<file path="src/rtl/sub_thirty_two_bit_seq_if.sv">
// Operand/result handshake bundle for the sequential 32-bit subtractor.
// The master drives operands and done_ready; the slave returns results.
interface sub_thirty_two_bit_seq_if;
  logic        start_valid;
  logic        start_ready;
  logic [31:0] a;
  logic [31:0] b;
  logic        bin;
  logic [31:0] diff;
  logic        bout;
  logic        ovf;
  logic        zero;
  logic        neg;
  logic        done_valid;
  logic        done_ready;

  modport master (
    output start_valid, a, b, bin, done_ready,
    input  start_ready, diff, bout, ovf, zero, neg, done_valid
  );

  modport slave (
    input  start_valid, a, b, bin, done_ready,
    output start_ready, diff, bout, ovf, zero, neg, done_valid
  );
endinterface

</file>
<file path="src/rtl/sub_thirty_two_bit_seq.sv">
// Multi-cycle 32-bit subtractor: diff = a - b - bin, one SLICE_W-bit slice per
// clock through a registered borrow chain, with valid/ready on both sides.
module sub_thirty_two_bit_seq #(
  parameter int unsigned SLICE_W = 8
) (
  input logic                      clk,
  input logic                      rst,
  sub_thirty_two_bit_seq_if.slave  bus
);

  localparam int unsigned N     = 32 / SLICE_W;
  localparam int unsigned IDX_W = (N > 1) ? $clog2(N) : 1;

  typedef enum logic [1:0] {
    IDLE = 2'd0,
    RUN  = 2'd1,
    DONE = 2'd2
  } state_e;

  state_e             state_q, state_d;
  logic [31:0]        a_q, a_d;
  logic [31:0]        b_q, b_d;
  logic               borrow_q, borrow_d;
  logic [IDX_W-1:0]   idx_q, idx_d;
  logic [31:0]        acc_q, acc_d;
  logic [31:0]        diff_q, diff_d;
  logic               bout_q, bout_d;
  logic               ovf_q, ovf_d;
  logic               zero_q, zero_d;
  logic               neg_q, neg_d;
  logic [SLICE_W:0]   slice_sum;

  // Subtraction as a + ~b + ~borrow; the slice carry-out is the inverted borrow.
  assign slice_sum = {1'b0, a_q[idx_q*SLICE_W +: SLICE_W]}
                   + {1'b0, ~b_q[idx_q*SLICE_W +: SLICE_W]}
                   + {{SLICE_W{1'b0}}, ~borrow_q};

  always_comb begin
    // NOTE: every output of this block gets a default first, so no path can infer a latch.
    state_d  = state_q;
    a_d      = a_q;
    b_d      = b_q;
    borrow_d = borrow_q;
    idx_d    = idx_q;
    acc_d    = acc_q;
    diff_d   = diff_q;
    bout_d   = bout_q;
    ovf_d    = ovf_q;
    zero_d   = zero_q;
    neg_d    = neg_q;

    case (state_q)
      IDLE: begin
        if (bus.start_valid) begin
          a_d      = bus.a;
          b_d      = bus.b;
          borrow_d = bus.bin;
          idx_d    = '0;
          state_d  = RUN;
        end
      end
      RUN: begin
        acc_d[idx_q*SLICE_W +: SLICE_W] = slice_sum[SLICE_W-1:0];
        borrow_d = ~slice_sum[SLICE_W];
        idx_d    = idx_q + IDX_W'(1);
        if (idx_q == IDX_W'(N - 1)) begin
          // Visible results change only here, on entry to DONE.
          state_d = DONE;
          diff_d  = acc_d;
          bout_d  = ~slice_sum[SLICE_W];
          ovf_d   = (a_q[31] != b_q[31]) && (acc_d[31] != a_q[31]);
          zero_d  = (acc_d == 32'd0);
          neg_d   = acc_d[31];
        end
      end
      DONE: begin
        if (bus.done_ready) state_d = IDLE;
      end
      default: state_d = IDLE;
    endcase
  end

  always_ff @(posedge clk) begin
    // NOTE: non-blocking assignments so every register samples pre-edge values.
    if (rst) begin
      state_q  <= IDLE;
      a_q      <= '0;
      b_q      <= '0;
      borrow_q <= 1'b0;
      idx_q    <= '0;
      acc_q    <= '0;
      diff_q   <= '0;
      bout_q   <= 1'b0;
      ovf_q    <= 1'b0;
      zero_q   <= 1'b0;
      neg_q    <= 1'b0;
    end else begin
      state_q  <= state_d;
      a_q      <= a_d;
      b_q      <= b_d;
      borrow_q <= borrow_d;
      idx_q    <= idx_d;
      acc_q    <= acc_d;
      diff_q   <= diff_d;
      bout_q   <= bout_d;
      ovf_q    <= ovf_d;
      zero_q   <= zero_d;
      neg_q    <= neg_d;
    end
  end

  assign bus.start_ready = (state_q == IDLE);
  assign bus.done_valid  = (state_q == DONE);
  assign bus.diff        = diff_q;
  assign bus.bout        = bout_q;
  assign bus.ovf         = ovf_q;
  assign bus.zero        = zero_q;
  assign bus.neg         = neg_q;

endmodule

</file>
<file path="src/flat_wrapper.sv">
// flat-port wrapper written by rule: the top's interface ports become plain ports
module sub_thirty_two_bit_seq_flat 
#(
  parameter int unsigned SLICE_W = 8
)
  (clk, rst, bus_start_valid, bus_a, bus_b, bus_bin, bus_done_ready, bus_start_ready, bus_diff, bus_bout, bus_ovf, bus_zero, bus_neg, bus_done_valid);
  sub_thirty_two_bit_seq_if bus_i ();
  input logic clk;
  input logic rst;
  input wire logic [$bits(bus_i.start_valid)-1:0] bus_start_valid;
  input wire logic [$bits(bus_i.a)-1:0] bus_a;
  input wire logic [$bits(bus_i.b)-1:0] bus_b;
  input wire logic [$bits(bus_i.bin)-1:0] bus_bin;
  input wire logic [$bits(bus_i.done_ready)-1:0] bus_done_ready;
  output wire logic [$bits(bus_i.start_ready)-1:0] bus_start_ready;
  output wire logic [$bits(bus_i.diff)-1:0] bus_diff;
  output wire logic [$bits(bus_i.bout)-1:0] bus_bout;
  output wire logic [$bits(bus_i.ovf)-1:0] bus_ovf;
  output wire logic [$bits(bus_i.zero)-1:0] bus_zero;
  output wire logic [$bits(bus_i.neg)-1:0] bus_neg;
  output wire logic [$bits(bus_i.done_valid)-1:0] bus_done_valid;
  assign bus_i.start_valid = bus_start_valid;
  assign bus_i.a = bus_a;
  assign bus_i.b = bus_b;
  assign bus_i.bin = bus_bin;
  assign bus_i.done_ready = bus_done_ready;
  assign bus_start_ready = bus_i.start_ready;
  assign bus_diff = bus_i.diff;
  assign bus_bout = bus_i.bout;
  assign bus_ovf = bus_i.ovf;
  assign bus_zero = bus_i.zero;
  assign bus_neg = bus_i.neg;
  assign bus_done_valid = bus_i.done_valid;
  sub_thirty_two_bit_seq #(.SLICE_W(SLICE_W)) u_core (.clk(clk), .rst(rst), .bus(bus_i));
endmodule
</file>
<file path="config.mk">
export PLATFORM = sky130hd
export DESIGN_NAME = sub_thirty_two_bit_seq_flat
export DESIGN_NICKNAME = d
export VERILOG_FILES = /design/src/rtl/sub_thirty_two_bit_seq_if.sv /design/src/rtl/sub_thirty_two_bit_seq.sv /design/src/flat_wrapper.sv
export SDC_FILE = /design/constraint.sdc
export NUM_CORES = 1
export LEC_CHECK = 0
export CAP_MARGIN = 20
export CORE_MARGIN = 10
export CORE_UTILIZATION = 57
export CTS_CLUSTER_DIAMETER = 150
export CTS_CLUSTER_SIZE = 30
export DETAILED_ROUTE_END_ITERATION = 16
export PLACE_DENSITY_LB_ADDON = 0.12
export SLEW_MARGIN = 15
export SYNTH_ARGS = -nofsm -noshare
export SYNTH_HDL_FRONTEND = slang
export SYNTH_SLANG_ARGS = --single-unit
</file>
<file path="constraint.sdc">
create_clock -name clk -period 9.4 [get_ports clk]
set_input_delay 0.94 -clock clk [delete_from_list [all_inputs] [get_ports clk]]
set_output_delay 0.94 -clock clk [all_outputs]
set_load 0.03 [all_outputs]
</file>
==> run summary, run 1 <==
The congestion estimate from routability-driven global placement came to 0.875. The count of pins on the block boundary came out at 107. The fraction of power consumed by combinational cells came out at a little under a fifth. The HPWL after detailed placement is ~13000 um. The worst slack at placement came out at 5.70 ns.

The cell taking the most area after synthesis is sky130_fd_sc_hd__dfxtp_1. The number of buffers inserted during clock tree synthesis is 17. In the layout the commonest cells are 149 x sky130_fd_sc_hd__nand2_1, 135 x sky130_fd_sc_hd__dfxtp_1, 105 x sky130_fd_sc_hd__clkdlybuf4s50_1, 84 x sky130_fd_sc_hd__nor2_1, 78 x sky130_fd_sc_hd__a21oi_1. The maximum number of pins on one net before global-route repair came out at 92. The number of violations of the max-capacitance limit came out at 0.

Setup repair after global routing left no endpoint under its margin. The proportion of power drawn by the clock network is 40.8%. The leakage power is between 2 and 3 nW. The sort of element at the end of the critical path is a register. The final setup skew came out at approximately 0.0085 ns.

The arrival time of data at the critical path endpoint is 4.21 ns. Compared with the post-synthesis result, the final layout area differs by 26.1%. The floorplan has 37 rows. The total clock sinks came out at 136. The count of input and output buffers came out at 106. The root buffer cell is sky130_fd_sc_hd__clkbuf_8. The share of async-settable or async-resettable flops after synthesis came out at 0%. The most common cell after layout, fill and taps aside is sky130_fd_sc_hd__nand2_1. The final critical-path required period is 3.76 ns. The top fanout value on the critical path came out at 32. The maximum buffer depth of the clock tree came out at 2.

The share of the synthesized area in the top cell type came out at 44.3%. The number of global-route vias before repair came out at about 5700. The first global-routing pass estimated around 30000 um of wire. In the routed design, unresolved DRC markers number 0. The total net switching power came out at 0.432 mW. The share of the yosys chip area belonging to registers is 44.3%. The worst-case register-to-register setup slack is 5.64 ns. The count of final hold-check violations came out at 0. Based on the critical path, the design can be clocked at up to 0.266 GHz. The vertical extent of the die came out at between 100 and 150 um. The total wire length came out at 18300 um. The worst setup path is of the reg2reg kind. The number of flops mapped to enable cells by yosys is 0. At the worst endpoint, the required time is 9.85 ns. After synthesis the netlist holds a flip-flop and latch count of around 140. Summing every instance area after synthesis gives 6150 sq um. Yosys printed 0 warnings. The area of the core is between 10000 and 15000 sq um. The flow ran to the end, and the final reports show no timing, DRC or antenna violations. IR analysis of the VDD net gives a maximum drop of 154 uV. The number of antenna violations at the first check in global routing came out at 0. The worst setup path is launched from a register. Net switching is roughly 28% of the power. The total via count after detailed routing is about 5700. The path class of the tightest hold or removal check is reg2reg. The share of layout cells above drive strength 1 came out at between 7 and 8%. TritonCTS built the clock tree.

The worst slew slack as a fraction of its limit came out at between 20% and 30%. For the pin with the worst max-slew slack, the measured transition is approximately 1.1 ns. In this run, post-CTS hold repair placed 0 buffers. The total of cells resized after clock tree synthesis is 0. The floorplan die area is 15300 sq um. The part of the power in registers came out at 40.8%. The count of H-tree levels built during CTS came out at 4.

The worst-skew pair later-pin latency came out at ~0.54 ns. Using the TritonRoute via totals, the vias-per-cell ratio works out to ~6.0. The antenna diode count is 0. The first detailed-routing pass ran for 5 iterations. The top flip-flop cell by instance count after synthesis is sky130_fd_sc_hd__dfxtp_1.

In the post-synthesis netlist, the biggest area contributors are sky130_fd_sc_hd__dfxtp_1 44%, sky130_fd_sc_hd__nand2_1 9.2%, sky130_fd_sc_hd__a21oi_1 6.3%, sky130_fd_sc_hd__mux4_2 5.9%, sky130_fd_sc_hd__nor2_1 5.1%. The net count of the mapped netlist is 810. The per-instance average area after synthesis is 8.47 sq um.

The routed wirelength normalized by instance count is between 15 and 20 um. The max-slew violation total from the final report came out at 0. The clock slew seen by the registers of the worst setup and hold paths is 0.06 ns.

The internal power contribution came out at 1.09 mW. The post-route setup TNS came out at 0 ns. The cell count after synthesis came out at between 700 and 800. The slack of the critical path is 5.64 ns.

The post-CTS setup-driven buffer insertion count is 0. The final setup violation count came out at 0. The initial core utilization came out at 59.1%. The share of the clock period used by the worst path after layout is roughly two fifths.

The power density over cell area is 196 nW/um^2. The die outline width came out at between 100 and 150 um. In this run, the number of DRC markers left after iteration 0 of detailed routing was 714. For this run, the post-layout net count is 884. After synthesis, the netlist uses 61 different library cells.

The count of antenna-violating nets left after detailed routing is 0. The overall fraction of global-route tracks in use came out at 24.6%. The sum of overflow across all layers after global routing came out at 0.
-- path summary, 6_finish.rpt --
| kind | start | to | depth (start not counted) |
|---|---|---|---|
| hold reg to reg | u_core.b_q[25]$_SDFFE_PP0P_ | u_core.b_q[25]$_SDFFE_PP0P_ | 2 |
| setup reg to reg | u_core.idx_q[0]$_SDFFE_PP0P_ | u_core.bus.zero$_SDFFE_PP0P_ | 10 |
| setup / recovery | u_core.idx_q[0]$_SDFFE_PP0P_ | u_core.bus.zero$_SDFFE_PP0P_ | 10 |
| hold / removal | u_core.b_q[25]$_SDFFE_PP0P_ | u_core.b_q[25]$_SDFFE_PP0P_ | 2 |
-- cell type report --
type | instances | area (sq um)
Clock buffer | 24 | 480
Clock inverter | 8 | 70.1
Fill cell | 746 | 2660
Inverter | 15 | 56.3
Multi-Input combinational cell | 519 | 3160
Sequential cell | 136 | 2720
Tap cell | 136 | 170
Timing Repair Buffer | 111 | 1100
-- worst max-delay path, cell delays in order (launching register included) --
cell                       delay, ns
sky130_fd_sc_hd__dfxtp_2        0.31
sky130_fd_sc_hd__buf_4          0.41
sky130_fd_sc_hd__mux4_2         0.58
sky130_fd_sc_hd__fa_1           0.46
sky130_fd_sc_hd__fa_1           0.45
sky130_fd_sc_hd__a211oi_1       0.36
sky130_fd_sc_hd__o21bai_1       0.15
sky130_fd_sc_hd__and2_1         0.25
sky130_fd_sc_hd__a22oi_1        0.27
sky130_fd_sc_hd__nand4_1        0.17
sky130_fd_sc_hd__o31ai_1        0.25
-- per-layer routing --
| metal | vias to the layer above | wire length, um | GRT usage [%] |
|---|---|---|---|
| met4 | 0 | 675 | 11.6 |
| met3 | 47 | 1030 | 6.43 |
| met1 | 2732 | 7310 | 28.6 |
| li1 | 2705 | - | - |
| met2 | 218 | 9260 | 41.7 |
| met5 | - | 0 | 0 |
-- cells by family (layout without fill, tap and decap cells) --
| group | count (synthesis) | in the layout | synth area share (%) |
|---|---|---|---|
| buffers and inverters | 71 | 158 | 4.60 |
| AO/OA/AOI/OAI | 187 | 187 | 20.1 |
| flip-flops | 136 | 136 | 44.3 |
| adder cells (fa/ha/maj) | 15 | 15 | 3.29 |
| multiplexers | 19 | 19 | 6.35 |
| XOR/XNOR | 6 | 6 | 0.854 |
| AND/OR/NAND/NOR | 292 | 292 | 20.6 |
-- stage by stage --
stage | instances | util (%) | power (mW) | hold slack (ns) | cell area, sq um
global placement | 917 | 69.2 | 0.899 | 0.439 | 7200
CTS | 949 | 74.5 | 1.52 | 0.455 | 7750
detailed placement | 917 | 69.2 | 0.905 | 0.445 | 7200
finish | 949 | 74.5 | 1.52 | 0.455 | 7760
global route | 949 | 74.5 | 1.58 | 0.471 | 7760
floorplan | 726 | - | 0.814 | 0.433 | 6150
-- sequential cells by signal, summed over array words and instances (netlist names) --
register and cells:
u_core.a_q 32, u_core.acc_q 32, u_core.b_q 32, u_core.bus.diff 32, u_core.idx_q 2, u_core.state_q 2, u_core.borrow_q 1, u_core.bus.bout 1
u_core.bus.ovf 1, u_core.bus.zero 1
-- synthesized netlist by cell type, types with 11 or more instances --
cell / n
sky130_fd_sc_hd__nor3_1: 18
sky130_fd_sc_hd__a221oi_1: 13
sky130_fd_sc_hd__a22oi_1: 22
sky130_fd_sc_hd__nor2_1: 84
sky130_fd_sc_hd__nand2_1: 150
sky130_fd_sc_hd__mux4_2: 16
sky130_fd_sc_hd__a211oi_1: 35
sky130_fd_sc_hd__inv_1: 11
sky130_fd_sc_hd__a21oi_1: 78
sky130_fd_sc_hd__dfxtp_1: 136
sky130_fd_sc_hd__clkbuf_1: 45
sky130_fd_sc_hd__ha_1: 13
-- power groups by stage --
stage | sequential, mW | combinational, mW | clock [mW]
after CTS | 0.621 | 0.276 | 0.624
final | 0.621 | 0.280 | 0.621
after global routing | 0.624 | 0.306 | 0.651
after floorplan | 0.627 | 0.187 | 0
after global placement | 0.631 | 0.268 | 0
after detailed placement | 0.632 | 0.273 | 0
(Power assumes the default switching activity.)
==> run 2, diff against run 1 <==
--- a/config.mk
+++ b/config.mk
@@ -7,7 +7,7 @@
 export LEC_CHECK = 0
 export CAP_MARGIN = 20
 export CORE_MARGIN = 10
-export CORE_UTILIZATION = 57
+export CORE_UTILIZATION = 48
 export CTS_CLUSTER_DIAMETER = 150
 export CTS_CLUSTER_SIZE = 30
 export DETAILED_ROUTE_END_ITERATION = 16
==> constraint.sdc (replaced) <==
create_clock -name clk -period 3.1 [get_ports clk]
set_input_delay 0.31 -clock clk [delete_from_list [all_inputs] [get_ports clk]]
set_output_delay 0.31 -clock clk [all_outputs]
set_load 0.03 [all_outputs]
==> run 2 against run 1 <==
  * Final area grew 6.1%
  * Clock skew up 0.00068 ns
  * Cell count rose by 7.7%
  * Flip-flop and latch count did not move
  * Largest power group is now the clock network
==> run summary, run 2 (synthesized netlist as in run 1, its figures left out) <==
The worst-case register-to-register setup slack came out at 0.08 ns (was 5.64 ns). The net count of the finished layout came out at 921 (was 884). The relative area change from synthesis to final layout is 33.8% (was 26.1%). The initial core utilization came out at 48.9% (was 59.1%). The antenna diode count came out at 0 (unchanged). The clock tree from TritonCTS is built (unchanged). The cell depth of the worst hold path came to 5 (was 2). The worst vdd rail ir drop is 368 uV (was 154 uV). The half-perimeter wire length of the detailed placement result came out at 13000 um (was 12600 um). The leakage power came to 2.96 nW (was 2.77 nW).

The count of input and output buffers came out at 106 (unchanged). The number of global-route vias before repair is 5741 (was 5699). The most common cell after layout, fill and taps aside is sky130_fd_sc_hd__nand2_1 (unchanged).

The worst-case reg-to-reg path depth came to 9 (was 10). The number of antenna violations at the first check in global routing came to 0 (unchanged). The capture point of the worst reg-to-reg path was u_core.bus.diff[14]$_SDFFE_PP0P_ (was u_core.bus.zero$_SDFFE_PP0P_).

The largest stage delay on the critical path came out at 0.52 ns (was 0.58 ns). The clock slew seen by the registers of the worst setup and hold paths came out at 0.06 ns (about the same). The sink of the worst hold path is u_core.bus.zero$_SDFFE_PP0P_ (was u_core.b_q[25]$_SDFFE_PP0P_).

The total wire length is 17800 um (was 18300 um). The area of the core came to 12600 sq um (was 10400 sq um). The power density over cell area came out at 587 nW/um^2 (was 196 nW/um^2).

The final non-filler cell total came out at 1022 (was 949). The root buffer cell is sky130_fd_sc_hd__clkbuf_16 (was sky130_fd_sc_hd__clkbuf_8). The fraction of power consumed by combinational cells is 20.7% (was 18.4%). The sum of overflow across all layers after global routing came out at 0 (unchanged).

The overall fraction of global-route tracks in use came out at 19.7% (was 24.6%). Run status: finished clean (unchanged). The total net switching power came to 1.37 mW (was 0.432 mW). The kind of cell adding the most delay to the critical path is adder cells (was compound AO/OA/AOI/OAI gates). The via count normalized by instance count came to 5.51 (was 6.01). The vertical extent of the die came out at 133 um (was 124 um). The critical path buffer and inverter count was 1 (unchanged). The internal power contribution came out at 3.47 mW (was 1.09 mW). The arrival time of data at the critical path endpoint was 3.29 ns (was 4.21 ns).

The type of element launching the critical path is a register (unchanged). Leading cell types in the layout, fill and taps excluded: 149 x sky130_fd_sc_hd__nand2_1, 135 x sky130_fd_sc_hd__dfxtp_1, 105 x sky130_fd_sc_hd__clkdlybuf4s50_1, 84 x sky130_fd_sc_hd__nor2_1, 77 x sky130_fd_sc_hd__a21oi_1 (was 149 x sky130_fd_sc_hd__nand2_1, 135 x sky130_fd_sc_hd__dfxtp_1, 105 x sky130_fd_sc_hd__clkdlybuf4s50_1, 84 x sky130_fd_sc_hd__nor2_1, 78 x sky130_fd_sc_hd__a21oi_1). The total instance count after detailed placement came out at 984 (was 917).

The final critical-path required period came to 3.02 ns (was 3.76 ns). The proportion of power drawn by the clock network came out at 40.4% (was 40.8%). The total via count after detailed routing is 5634 (was 5702). The global placer's final weighted congestion is 0.912 (was 0.875).

The total clock sinks came out at 136 (unchanged). The die outline width is 133 um (was 124 um). The count of antenna-violating nets left after detailed routing came out at 0 (unchanged). The final setup skew is 0.00921 ns (was 0.00853 ns).

The count of TritonRoute iterations in the first routing pass came out at 5 (unchanged). The worst-skew pair later-pin latency came out at 0.42 ns (was 0.54 ns). RSZ-0062 raised after global routing: yes (was no). The transition time at the pin with the least slew margin came out at 0.973 ns (was 1.09 ns). The count of H-tree levels built during CTS is 4 (unchanged). The critical-path cell with the highest stage delay is sky130_fd_sc_hd__mux4_2 (unchanged). The final setup violation count came out at 0 (unchanged).

The number of rows in the core area came out at 41 (was 37). The DRC violation count after routing is 0 (unchanged). The top fanout value on the critical path came to 5 (was 32). The number of fillers in the final layout is 1098 (was 746). Chain of cells forming the critical path: mux4_2 > fa_2 > fa_2 > a211o_1 > nand4b_1 > nand3_2 > buf_4 > a221oi_1 > nor3_1 (was buf_4 > mux4_2 > fa_1 > fa_1 > a211oi_1 > o21bai_1 > and2_1 > a22oi_1 > nand4_1 > o31ai_1). The hold buffer count at cts is 0 (unchanged). The number of violations of the max-capacitance limit came out at 0 (unchanged). The kind of critical path was reg2reg (unchanged).

The max-slew violation total from the final report is 0 (unchanged). The first-iteration detailed-routing DRC count is 365 (was 714). The number of buffers inserted during clock tree synthesis is 17 (unchanged). The net switching fraction of the power was 28.2% (was 28.4%). The maximum number of pins on one net before global-route repair came out at 76 (was 92). The post-route setup TNS was 0 ns (unchanged). The count of final hold-check violations is 0 (unchanged).

The sort of element at the end of the critical path is a register (unchanged). The worst slew slack as a fraction of its limit is 34.9% (was 27.6%). The required time reported for the critical path endpoint came out at 3.37 ns (was 9.85 ns).

The startpoint of the worst register-to-register path is u_core.idx_q[0]$_SDFFE_PP0P_ (unchanged). The routed wirelength normalized by instance count is 17.4 um (was 19.3 um). The worst min-delay path category is in2reg (was reg2reg). The count of pins on the block boundary is 107 (unchanged). The floorplan die area is 17700 sq um (was 15300 sq um). The global-route wire length before repair is 28800 um (was 29500 um).

The peak clock frequency supported by timing came to 0.331 GHz (was 0.266 GHz). The maximum buffer depth of the clock tree is 2 (unchanged). The share of the clock period used by the worst path after layout is 97.5% (was 40.0%). The share of layout cells above drive strength 1 is 14.4% (was 8.00%).

The start point of the worst min-delay path is rst (was u_core.b_q[25]$_SDFFE_PP0P_). The most prevalent standard cell on the critical path is sky130_fd_sc_hd__fa_2 (was sky130_fd_sc_hd__fa_1). The part of the power in registers is 38.9% (was 40.8%).
==> run 2: cell types whose count changed in the layout (fill, tap and decap cells not counted), moves of 3 or more <==
cell / delta
sky130_fd_sc_hd__a22oi_1: -3
sky130_fd_sc_hd__a22oi_2: +3
sky130_fd_sc_hd__buf_4: +36
sky130_fd_sc_hd__clkbuf_8: -4
==> run 2: repair_timing <==
action                     in CTS  in global routing
setup endpoints to repair       1                  7
resized for setup               1                 18
pin swaps                       0                 10
buffers inserted                0                  6
==> run 2: final cells by class <==
type	count	area [sq um]	area share [%]
clock buffers	20	447	5.43
clock inverters	12	126	1.54
inverters	15	56.3	0.684
multi-input cells	519	3280	39.9
flip-flops and latches	136	2730	33.1
well taps	172	215	2.61
repair buffers	148	1380	16.7
==> run 2: power groups by stage <==
stage | combinational, mW | clock (mW) | sequential [mW]
global route | 1.09 | 2.04 | 1.89
finish | 1.00 | 1.95 | 1.88
floorplan | 0.594 | 0 | 1.90
global placement | 0.916 | 0 | 1.92
CTS | 0.930 | 1.97 | 1.88
detailed placement | 0.924 | 0 | 1.92
==> run 2: metal layers <==
layer / GRT usage [%] / routed length [um]
met3: 4.92 / 874
met1: 23.0 / 7700
met5: 0 / 0
met2: 33.6 / 8710
met4: 8.77 / 489
==> run 2: worst max path at each step <==
stage | slack (ns) | depth (start not counted) | endpoint | start
floorplan | -0.13 | 13 | u_core.bus.zero$_SDFFE_PP0P_ | u_core.idx_q[0]$_SDFFE_PP0P_
finish | 0.08 | 9 | u_core.bus.diff[14]$_SDFFE_PP0P_ | u_core.idx_q[0]$_SDFFE_PP0P_
global route | -0.04 | 9 | u_core.bus.zero$_SDFFE_PP0P_ | u_core.idx_q[0]$_SDFFE_PP0P_
CTS | 0.03 | 9 | u_core.bus.zero$_SDFFE_PP0P_ | u_core.idx_q[0]$_SDFFE_PP0P_
detailed placement | 0.02 | 9 | u_core.bus.zero$_SDFFE_PP0P_ | u_core.idx_q[0]$_SDFFE_PP0P_
global placement | 0.06 | 9 | u_core.bus.zero$_SDFFE_PP0P_ | u_core.idx_q[0]$_SDFFE_PP0P_
==> run 2: per-stage QoR <==
step / power [mW] / setup slack (ns) / util [%] / instance area (sq um) / hold slack, ns
after floorplan: 2.49 / -0.132 / - / 6210 / 0.433
after detailed placement: 2.84 / 0.0218 / 59.7 / 7500 / 0.447
after global placement: 2.83 / 0.0603 / 59.7 / 7500 / 0.442
final: 4.84 / 0.0767 / 65.5 / 8230 / 0.394
after CTS: 4.78 / 0.0340 / 64.3 / 8080 / 0.374
after global routing: 5.02 / -0.0412 / 65.5 / 8230 / 0.421
==> run 2: tightest hold or removal path, delay by kind of cell <==
| kind | cells | cell delay, ns |
|---|---|---|
| buffers and inverters | 1 | 0.10 |
| AOI/OAI and AO/OA | 2 | 0.21 |
| and+or+nand+nor | 2 | 0.14 |
